## src/rtl/acc_cpu_param_if.sv

```systemverilog
// Purpose: memory-side bus between acc_cpu_param (master) and a synchronous single-port RAM (slave).
// Latency: mem_rdata is valid the cycle after mem_addr is presented; writes land on the clock edge while mem_we is high.
// Backpressure: none, because the RAM always accepts an access every cycle.
// Ports: mem_addr/mem_wdata/mem_we are driven by the CPU; mem_rdata is driven by the RAM.
interface acc_cpu_param_if #(
    parameter int DATA_W = 16,
    parameter int ADDR_W = 8
);
    logic [ADDR_W-1:0] mem_addr;
    logic [DATA_W-1:0] mem_wdata;
    logic              mem_we;
    logic [DATA_W-1:0] mem_rdata;

    modport master (output mem_addr, output mem_wdata, output mem_we, input mem_rdata);
    modport slave  (input mem_addr, input mem_wdata, input mem_we, output mem_rdata);
endinterface

```

## src/rtl/acc_cpu_param.sv

```systemverilog
// Purpose: parametrised multicycle single-accumulator CPU with external synchronous RAM.
// Latency: ADD/SUB/LOAD/STORE take 4 cycles; JUMP/JNEG/JZERO/NOP take 3 cycles; HALT is terminal.
// Backpressure: none. The RAM answers every cycle, so the FSM never stalls.
// Ports: clock and reset (async, active-high); mem is the RAM bus (master side).
//        program_counter, acc, instruction_register, flag_z, flag_n and halted are status outputs.
// Optional: define ACC_SAT_EN for saturating two's-complement ADD/SUB and a sticky sat_flag output.
module acc_cpu_param #(
    parameter int DATA_W = 16,
    parameter int ADDR_W = 8
) (
    input  logic                  clock,
    input  logic                  reset,
    acc_cpu_param_if.master       mem,
    output logic [ADDR_W-1:0]     program_counter,
    output logic [DATA_W-1:0]     acc,
    output logic [DATA_W-1:0]     instruction_register,
    output logic                  flag_z,
    output logic                  flag_n,
    output logic                  halted
`ifdef ACC_SAT_EN
    ,
    output logic                  sat_flag
`endif
);
    localparam int OPC_W = DATA_W - ADDR_W;

    if (OPC_W < 4) begin : g_bad_opc_w
        $error("acc_cpu_param: DATA_W-ADDR_W must be at least 4");
    end

    localparam logic [OPC_W-1:0] OP_ADD   = OPC_W'(0);
    localparam logic [OPC_W-1:0] OP_STORE = OPC_W'(1);
    localparam logic [OPC_W-1:0] OP_LOAD  = OPC_W'(2);
    localparam logic [OPC_W-1:0] OP_JUMP  = OPC_W'(3);
    localparam logic [OPC_W-1:0] OP_SUB   = OPC_W'(4);
    localparam logic [OPC_W-1:0] OP_JNEG  = OPC_W'(5);
    localparam logic [OPC_W-1:0] OP_JZERO = OPC_W'(6);
    localparam logic [OPC_W-1:0] OP_HALT  = OPC_W'(7);

    typedef enum logic [2:0] {
        S_FETCH_A, S_FETCH, S_DECODE, S_EXEC, S_STORE, S_HALT
    } state_t;

    state_t            state_q, state_d;
    logic [ADDR_W-1:0] pc_q, pc_d;
    logic [DATA_W-1:0] acc_q, acc_d;
    logic [DATA_W-1:0] ir_q, ir_d;

    logic [OPC_W-1:0]  opcode;
    logic [ADDR_W-1:0] operand;
    assign opcode  = ir_q[DATA_W-1:ADDR_W];
    assign operand = ir_q[ADDR_W-1:0];

    // ADD/SUB result, shared by both opcodes in S_EXEC
    logic              is_sub;
    logic [DATA_W-1:0] arith_raw;
    logic [DATA_W-1:0] arith_res;
`ifdef ACC_SAT_EN
    localparam logic [DATA_W-1:0] SAT_MAX = {1'b0, {(DATA_W-1){1'b1}}};
    localparam logic [DATA_W-1:0] SAT_MIN = {1'b1, {(DATA_W-1){1'b0}}};
    logic arith_ovf;
    logic sat_q, sat_d;
`endif

    always_comb begin
        is_sub    = (opcode == OP_SUB);
        arith_raw = is_sub ? (acc_q - mem.mem_rdata) : (acc_q + mem.mem_rdata);
`ifdef ACC_SAT_EN
        // Signed overflow: result sign differs from acc, and the operand signs made that impossible
        // without overflow (equal signs for ADD, opposite signs for SUB).
        arith_ovf = (acc_q[DATA_W-1] ^ arith_raw[DATA_W-1]) &
                    (is_sub ? (acc_q[DATA_W-1] ^ mem.mem_rdata[DATA_W-1])
                            : ~(acc_q[DATA_W-1] ^ mem.mem_rdata[DATA_W-1]));
        // On overflow the true result lies beyond the end that acc's sign points to.
        if (arith_ovf) arith_res = acc_q[DATA_W-1] ? SAT_MIN : SAT_MAX;
        else           arith_res = arith_raw;
`else
        arith_res = arith_raw;
`endif
    end

    // FSM: state register
    always_ff @(posedge clock or posedge reset) begin
        if (reset) state_q <= S_FETCH_A;
        else       state_q <= state_d;
    end

    // FSM: next-state logic
    always_comb begin
        state_d = state_q;
        case (state_q)
            S_FETCH_A: state_d = S_FETCH;
            S_FETCH:   state_d = S_DECODE;
            S_DECODE: begin
                case (opcode)
                    OP_ADD, OP_SUB, OP_LOAD: state_d = S_EXEC;
                    OP_STORE:                state_d = S_STORE;
                    OP_HALT:                 state_d = S_HALT;
                    default:                 state_d = S_FETCH_A;
                endcase
            end
            S_EXEC:    state_d = S_FETCH_A;
            S_STORE:   state_d = S_FETCH_A;
            S_HALT:    state_d = S_HALT;
            default:   state_d = S_FETCH_A;
        endcase
    end

    // FSM: outputs. mem_we is decoded straight from the state, so an async reset drops it immediately.
    logic [ADDR_W-1:0] mem_addr_c;
    logic              mem_we_c;
    logic              halted_c;
    always_comb begin
        mem_addr_c = pc_q;
        mem_we_c   = 1'b0;
        halted_c   = 1'b0;
        case (state_q)
            S_DECODE, S_EXEC: mem_addr_c = operand;
            S_STORE: begin
                mem_addr_c = operand;
                mem_we_c   = 1'b1;
            end
            S_HALT:  halted_c = 1'b1;
            default: mem_addr_c = pc_q;
        endcase
    end

    // Datapath next values. Branches test acc_q, which is stable throughout S_DECODE.
    always_comb begin
        pc_d  = pc_q;
        acc_d = acc_q;
        ir_d  = ir_q;
`ifdef ACC_SAT_EN
        sat_d = sat_q;
`endif
        case (state_q)
            S_FETCH: begin
                ir_d = mem.mem_rdata;
                pc_d = pc_q + ADDR_W'(1);
            end
            S_DECODE: begin
                case (opcode)
                    OP_JUMP:  pc_d = operand;
                    OP_JNEG:  if (acc_q[DATA_W-1]) pc_d = operand;
                    OP_JZERO: if (acc_q == '0)     pc_d = operand;
                    default:  pc_d = pc_q;
                endcase
            end
            S_EXEC: begin
                case (opcode)
                    OP_ADD, OP_SUB: begin
                        acc_d = arith_res;
`ifdef ACC_SAT_EN
                        if (arith_ovf) sat_d = 1'b1;
`endif
                    end
                    OP_LOAD: acc_d = mem.mem_rdata;
                    default: acc_d = acc_q;
                endcase
            end
            default: pc_d = pc_q;
        endcase
    end

    always_ff @(posedge clock or posedge reset) begin
        if (reset) begin
            pc_q  <= '0;
            acc_q <= '0;
            ir_q  <= '0;
`ifdef ACC_SAT_EN
            sat_q <= 1'b0;
`endif
        end else begin
            pc_q  <= pc_d;
            acc_q <= acc_d;
            ir_q  <= ir_d;
`ifdef ACC_SAT_EN
            sat_q <= sat_d;
`endif
        end
    end

    assign mem.mem_addr         = mem_addr_c;
    assign mem.mem_we           = mem_we_c;
    assign mem.mem_wdata        = acc_q;
    assign program_counter      = pc_q;
    assign acc                  = acc_q;
    assign instruction_register = ir_q;
    assign flag_z               = (acc_q == '0);
    assign flag_n               = acc_q[DATA_W-1];
    assign halted               = halted_c;
`ifdef ACC_SAT_EN
    assign sat_flag             = sat_q;
`endif
endmodule

```

## src/flat_wrapper.sv

```systemverilog
// flat-port wrapper written by rule: the top's interface ports become plain ports
module acc_cpu_param_flat 
#(
    parameter int DATA_W = 16,
    parameter int ADDR_W = 8
)
  (clock, reset, program_counter, acc, instruction_register, flag_z, flag_n, halted, mem_mem_addr, mem_mem_wdata, mem_mem_we, mem_mem_rdata);
  acc_cpu_param_if #(.DATA_W(DATA_W), .ADDR_W(ADDR_W)) mem_i ();
  input  logic clock;
  input  logic reset;
  output logic [ADDR_W-1:0] program_counter;
  output logic [DATA_W-1:0] acc;
  output logic [DATA_W-1:0] instruction_register;
  output logic flag_z;
  output logic flag_n;
  output logic halted;
  output wire logic [$bits(mem_i.mem_addr)-1:0] mem_mem_addr;
  output wire logic [$bits(mem_i.mem_wdata)-1:0] mem_mem_wdata;
  output wire logic [$bits(mem_i.mem_we)-1:0] mem_mem_we;
  input wire logic [$bits(mem_i.mem_rdata)-1:0] mem_mem_rdata;
  assign mem_mem_addr = mem_i.mem_addr;
  assign mem_mem_wdata = mem_i.mem_wdata;
  assign mem_mem_we = mem_i.mem_we;
  assign mem_i.mem_rdata = mem_mem_rdata;
  acc_cpu_param #(.DATA_W(DATA_W), .ADDR_W(ADDR_W)) u_core (.clock(clock), .reset(reset), .mem(mem_i), .program_counter(program_counter), .acc(acc), .instruction_register(instruction_register), .flag_z(flag_z), .flag_n(flag_n), .halted(halted));
endmodule
```

## config.mk

```make
export PLATFORM = sky130hd
export DESIGN_NAME = acc_cpu_param_flat
export DESIGN_NICKNAME = d
export VERILOG_FILES = /design/src/rtl/acc_cpu_param_if.sv /design/src/rtl/acc_cpu_param.sv /design/src/flat_wrapper.sv
export SDC_FILE = /design/constraint.sdc
export NUM_CORES = 1
export LEC_CHECK = 0
export ABC_AREA = 1
export CORE_MARGIN = 5
export CORE_UTILIZATION = 45
export DETAILED_ROUTE_END_ITERATION = 16
export PLACE_DENSITY = 0.79
export SYNTH_ARGS = -nofsm -noshare
export SYNTH_HDL_FRONTEND = slang
export SYNTH_SLANG_ARGS = --single-unit
```

## constraint.sdc

```tcl
create_clock -name clock -period 3.3 [get_ports clock]
set_clock_uncertainty 0.1 [all_clocks]
set_input_delay 0.495 -clock clock [delete_from_list [all_inputs] [get_ports clock]]
set_output_delay 0.495 -clock clock [all_outputs]
set_load 0.05 [all_outputs]
```

==> flow_metrics.py, run 1 <==
metrics = {
    "run_status": {
        "status": "finished, final reports clean",
    },
    "sta": {
        "final-max-slew-violation-count": 0,
        "final-setup-viol-count": 0,
        "post-route-min-period_ps": 3150,
        "fmax_mhz": 317,
        "rsz0062_at_grt": "true",
        "finalHoldViolations": 0,
        "min_period_over_period_pct": 95.5,
        "worst_pin_slew_ps": 636,
        "setup_slack_ps": 149,
        "slew_headroom_pct": 57.6,
    },
    "clocking": {
        "clock_latency_ps": 300,
        "path_clk_slew_ps": 100,
        "cts_tree": "done",
        "clockRootBuffer": "clkbuf_8",
        "cts_max_level": 2,
        "numCtsBuffers": 5,
        "cts_sinks": 43,
        "cts_buffer_depth": 2,
    },
    "logic_synthesis": {
        "ys.warnings.count": 0,
        "ys_seq_area_share_pct": 28.4,
        "synth_enable_flop_cells": 0,
        "yosys.area.top_type": "dfrtp_1",
        "synthAdderAreaFrac_pct": 6.15,
        "synthCells": 572,
        "yosys.area_share.simple_pct": 31.7,
        "syn_area_um2": 3790,
        "synth_ff_type": "dfrtp_1",
        "synth.distinct_cells": 36,
        "synthMostInstantiatedCell": "nand2_1",
        "synth_area_leaders": "dfrtp_1 (28%), nand2_1 (16%), inv_1 (7.8%)",
        "synth_xor_area_share_pct": 4.40,
        "synth_top_family_by_area": "simple AND/OR/NAND/NOR gates",
        "synth_compound_area_share_pct": 14.4,
        "synthArstFlopShare_pct": 100,
        "synth_common_cells": "nand2_1 (164), inv_1 (79), dfrtp_1 (43)",
        "synth-seq-cells": 43,
        "synth_top_area_share_pct": 28.4,
        "avgSynthCellArea_um2": 6.62,
        "synth_fp_nets": 608,
        "synth.mux.area_fraction_pct": 0.264,
    },
    "detailed_routing": {
        "drc": 0,
        "vias_per_cell": 5.15,
        "antenna_left": 0,
        "wl_um": 10500,
        "wl_per_cell_um": 13.8,
        "drt-pass1-iter-count": 5,
        "drt_iter0_markers": 171,
        "vias": 3937,
    },
    "floorplanning": {
        "num_rows": 33,
        "die_h_um": 102,
        "core_um2": 8220,
        "die_area_um2": 10300,
        "io_pins": 86,
        "initial_core_util_pct": 46.1,
        "die_x_um": 102,
    },
    "final_layout": {
        "fillCellCount": 752,
        "multi_input_area_um2": 2170,
        "area_delta_synth_final_pct": 27.4,
        "drive_gt1_share_pct": 12.4,
        "seqCellArea_um2": 1080,
        "antennaDiodeCount": 0,
        "final_nets": 694,
    },
    "critical_path": {
        "crit_type": "in -> reg",
        "crit_required_ps": 3410,
        "cp-start-kind": "input pin",
        "worst-path-max-fanout": 3,
        "end_kind": "flip-flop",
        "arrival_ps": 3260,
    },
    "place": {
        "numPortBuffers": 85,
        "pre_cts_slack_ps": -207,
        "dp_hpwl_um": 8240,
        "gp_congestion": 0.924,
    },
    "global_routing": {
        "grt_pass1_wl_um": 17100,
        "grt_pass1_vias": 3619,
        "antenna_found_initial": 0,
        "grt-ovfl-total": 0,
        "grt_usage_pct": 20.5,
        "grt_max_degree": 44,
    },
    "flow_run": {
        "cap_violations": 0,
    },
    "min_path": {
        "hp-class": "reg -> reg",
    },
}
==> flip-flops by register name, indices dropped and copies added, names as in the netlist <==
signal,count
u_core.program_counter,8
u_core.instruction_register,16
u_core.state_q,3
u_core.acc,16
==> stage by stage <==
step | hold slack (ps) | setup TNS [ps] | util (%) | cells | area, µm²
global route | 455 | -23.9 | 58.7 | 764 | 4820
global placement | 394 | -268 | 57.3 | 755 | 4710
floorplan | 399 | 0 | - | 572 | 3790
detailed placement | 401 | -307 | 57.3 | 755 | 4710
CTS | 425 | 0 | 58.4 | 763 | 4800
finish | 420 | 0 | 58.7 | 764 | 4820
==> path summary, 6_finish.rpt <==
check,start,endpoint,slack (ps),cells after the start
worst min register to register,u_core.program_counter[7]$_DFFE_PP0P_,u_core.program_counter[7]$_DFFE_PP0P_,420,2
worst min-delay path,u_core.program_counter[7]$_DFFE_PP0P_,u_core.program_counter[7]$_DFFE_PP0P_,420,2
max in group asynchronous,reset,u_core.acc[2]$_DFFE_PP0P_,2180,3
worst max register to register,u_core.instruction_register[9]$_DFFE_PP0P_,u_core.acc[12]$_DFFE_PP0P_,370,16
min in group asynchronous,reset,u_core.acc[15]$_DFFE_PP0P_,540,3
worst max-delay path,mem_mem_rdata[1],u_core.acc[15]$_DFFE_PP0P_,150,22
==> worst max-delay path: stages <==
cell and delay (ps):
clkdlybuf4s50_1 440, inv_1 90, ha_1 140, inv_1 50
nor3_2 160, nand3_1 140, buf_4 160, nor3_2 120
xor2_1 170, nand2_1 60, o21ai_1 150, ha_1 310
nand2_1 120, inv_1 60, nand2_1 60, nand2_1 80
a21oi_1 130, nand2_1 70, nand3_1 70, nand3_1 60
nand2_1 70, nand2_1 50
==> area by class of cell <==
class,instances,area share [%]
clock buffers,5,1.43
clock inverters,3,0.493
inverters,92,7.16
multi-input cells,407,44.9
flip-flops and latches,43,22.3
well taps,105,2.72
repair buffers,109,21.0
==> cells by family after synthesis <==
group	Yosys count
buffers and inverters	122
AO/OA/AOI/OAI	94
AND/OR/NAND/NOR	275
adder cells (fa/ha/maj)	18
XOR/XNOR	19
flip-flops	43
multiplexers	1
==> layer usage <==
layer / track usage [%] / vias to the layer above / wire length, µm
met5: 0 / - / 0
met4: 5.32 / 0 / 220
met3: 2.82 / 19 / 721
met2: 35.1 / 162 / 5010
met1: 27.4 / 1776 / 4560
li1: - / 1980 / -
==> timing repair <==
item,4_1_cts,5_1_grt
buffers inserted,0,1
hold buffers,0,0
setup endpoints to repair,0,4
resized for setup,0,4
==> cell usage in the layout (no fill, tap or decap), types with 2 or more instances in the layout <==
cell	n
a21oi_1	28
nand3_2	2
o211ai_1	4
xnor2_1	2
dfrtp_1	43
o21ai_0	25
nand2_1	164
o21ai_1	16
inv_1	79
nand4_1	5
ha_1	17
a31oi_1	3
nand3_1	39
nor3_2	4
inv_2	12
nor2_1	41
o21a_1	2
clkbuf_8	5
clkinvlp_4	2
o21ai_2	13
nand2_2	6
clkdlybuf4s50_1	77
xor2_1	17
nand3b_1	2
nor4_1	2
buf_4	32
nor3_1	6
Power of run 1 is left out: the tool's default activity adds up to more than one toggle a clock period on the data nets, which glitch-free logic cannot reach.
==> run 2, diff against run 1 <==
==> constraint.sdc (replaced) <==
create_clock -name clock -period 3.4 [get_ports clock]
set_clock_uncertainty 0.1 [all_clocks]
set_input_delay 0.51 -clock clock [delete_from_list [all_inputs] [get_ports clock]]
set_output_delay 0.51 -clock clock [all_outputs]
set_load 0.05 [all_outputs]
==> flow_metrics.py, run 2 (synthesis results as in run 1) <==
metrics = {
    "detailed_routing": {
        "vias_per_cell": 5.15,
        "wl_per_cell_um": 14.3,
        "wl_um": 11000,
        "antenna_left": 0,
        "drc": 0,
        "drt_iter0_markers": 225,
        "vias": 3950,
        "drt-pass1-iter-count": 5,
    },
    "global_routing": {
        "grt-busiest-layer": "met2",
        "grt_usage_pct": 21.7,
        "grt-ovfl-total": 0,
        "grt_pass1_vias": 3791,
        "gr-usage-met2_pct": 37.0,
        "met1_usage_pct": 28.7,
        "antenna_found_initial": 0,
        "grt_max_degree": 35,
        "met3_usage_pct": 2.82,
        "grt_pass1_wl_um": 18100,
    },
    "critical_path": {
        "critical_path.max_stage_delay_ps": 430,
        "crit_required_ps": 3510,
        "cp_cell_sequence": "clkdlybuf4s50_1 -> inv_1 -> ha_1 -> inv_1 -> nor3_4 -> nand3_1 -> nor3_1 -> nor2_1 -> xor2_1 -> inv_1 -> ha_1 -> nand2_1 -> inv_1 -> a21oi_1 -> nor2_1 -> nor2_1 -> nand2_1 -> nand2_1 -> nand3_1 -> nand2_1 -> nand2_1",
        "cp-start-kind": "input pin",
        "worst_path_most_repeated_cell": "nand2_1",
        "ff2ff_path_depth": 16,
        "critPathTopFamily": "simple AND/OR/NAND/NOR gates",
        "arrival_ps": 3240,
        "end_kind": "flip-flop",
        "rrSetupSlack_ps": 550,
        "r2r_end": "u_core.acc[12]$_DFFE_PP0P_",
        "worst-path-max-fanout": 4,
        "cpMaxStageDelayCell": "clkdlybuf4s50_1",
        "crit_type": "in -> reg",
        "cp_num_buf_inv": 5,
        "timing.rr.start": "u_core.instruction_register[9]$_DFFE_PP0P_",
    },
    "sta": {
        "worst_hold_slack_ps": 428,
        "min_period_over_period_pct": 91.9,
        "final-max-slew-violation-count": 0,
        "rsz0062_at_grt": "false",
        "final-setup-viol-count": 0,
        "slew_headroom_pct": 31.1,
        "worst_pin_slew_ps": 1030,
        "finalHoldViolations": 0,
        "fmax_mhz": 320,
        "post-route-min-period_ps": 3120,
    },
    "place": {
        "numPortBuffers": 85,
        "dp_hpwl_um": 8660,
        "gp_congestion": 0.978,
    },
    "floorplanning": {
        "core_um2": 8220,
        "die_h_um": 102,
        "die_area_um2": 10300,
        "num_rows": 33,
        "io_pins": 86,
        "die_x_um": 102,
        "initial_core_util_pct": 46.1,
    },
    "clocking": {
        "clock_latency_ps": 310,
        "cts_max_level": 2,
        "numCtsBuffers": 5,
        "path_clk_slew_ps": 100,
        "cts_tree": "done",
        "cts_buffer_depth": 2,
        "cts_sinks": 43,
        "clockRootBuffer": "clkbuf_8",
    },
    "final_layout": {
        "drive_gt1_share_pct": 13.0,
        "final_nets": 697,
        "antennaDiodeCount": 0,
        "layout_commonest_cell": "nand2_1",
        "final_util_pct": 59.1,
        "area_delta_synth_final_pct": 28.2,
        "final_cell_mix": "nand2_1 (163), inv_1 (79), clkdlybuf4s50_1 (77), dfrtp_1 (43), nor2_1 (41)",
    },
    "min_path": {
        "min_to": "u_core.instruction_register[14]$_DFFE_PP0P_",
        "min_from": "u_core.instruction_register[14]$_DFFE_PP0P_",
        "hp-class": "reg -> reg",
        "hold_depth": 2,
    },
    "flow_run": {
        "cap_violations": 0,
    },
    "run_status": {
        "status": "finished, final reports clean",
    },
}
## run 2: worst reg2reg max path: stages, from the launching register on
cell and delay (ps):
dfrtp_1 510, inv_1 70, nand2_1 70, nor2_1 40, nand2_2 190, inv_2 120
o21ai_1 170, xor2_1 210, ha_1 310, a21oi_1 240, nor2_1 80, o21ai_0 250
nand3_1 130, nand2_1 80, nand3_1 70, nand2_1 70, nand2_1 50
## run 2: timing repair
| item | in CTS | in global routing |
|---|---|---|
| endpoints found under the setup margin | 0 | 3 |
| buffers inserted | 0 | 1 |
| hold buffers | 0 | 0 |
| gates resized for setup | 0 | 5 |
## run 2: worst max path at each step
stage | slack [ps] | from | end | cells after the start
after floorplan | 580 | u_core.instruction_register[10]$_DFFE_PP0P_ | u_core.acc[11]$_DFFE_PP0P_ | 18
after global placement | -80 | mem_mem_rdata[0] | u_core.acc[13]$_DFFE_PP0P_ | 21
after detailed placement | -60 | mem_mem_rdata[0] | u_core.acc[15]$_DFFE_PP0P_ | 22
after CTS | 240 | mem_mem_rdata[0] | u_core.acc[15]$_DFFE_PP0P_ | 23
after global routing | 20 | mem_mem_rdata[0] | u_core.acc[13]$_DFFE_PP0P_ | 21
final | 280 | mem_mem_rdata[0] | u_core.acc[13]$_DFFE_PP0P_ | 21
## run 2: through the flow
| step | setup slack, ps | cell area (µm²) | cells | TNS (ps) |
|---|---|---|---|---|
| after floorplan | 580 | 3790 | 572 | 0 |
| after global placement | -76.5 | 4730 | 758 | -144 |
| after detailed placement | -57.5 | 4730 | 758 | -107 |
| after CTS | 243 | 4820 | 766 | 0 |
| after global routing | 22.0 | 4850 | 767 | 0 |
| final | 277 | 4850 | 767 | 0 |
## run 2: area by class of cell
class	count	area (µm²)
Fill cell	762	3360
Multi-Input combinational cell	407	2180
Sequential cell	43	1080
Timing Repair Buffer	112	1030
Inverter	92	345
Tap cell	105	131
Clock buffer	5	68.8
Clock inverter	3	23.8
## run 2: layer usage
layer  vias up  routed length, µm
li1       1990                  -
met1      1818               4890
met2       122               5220
met3        20                607
met4         0                225
met5         -                  0
Power of run 2 is left out for the same reason.
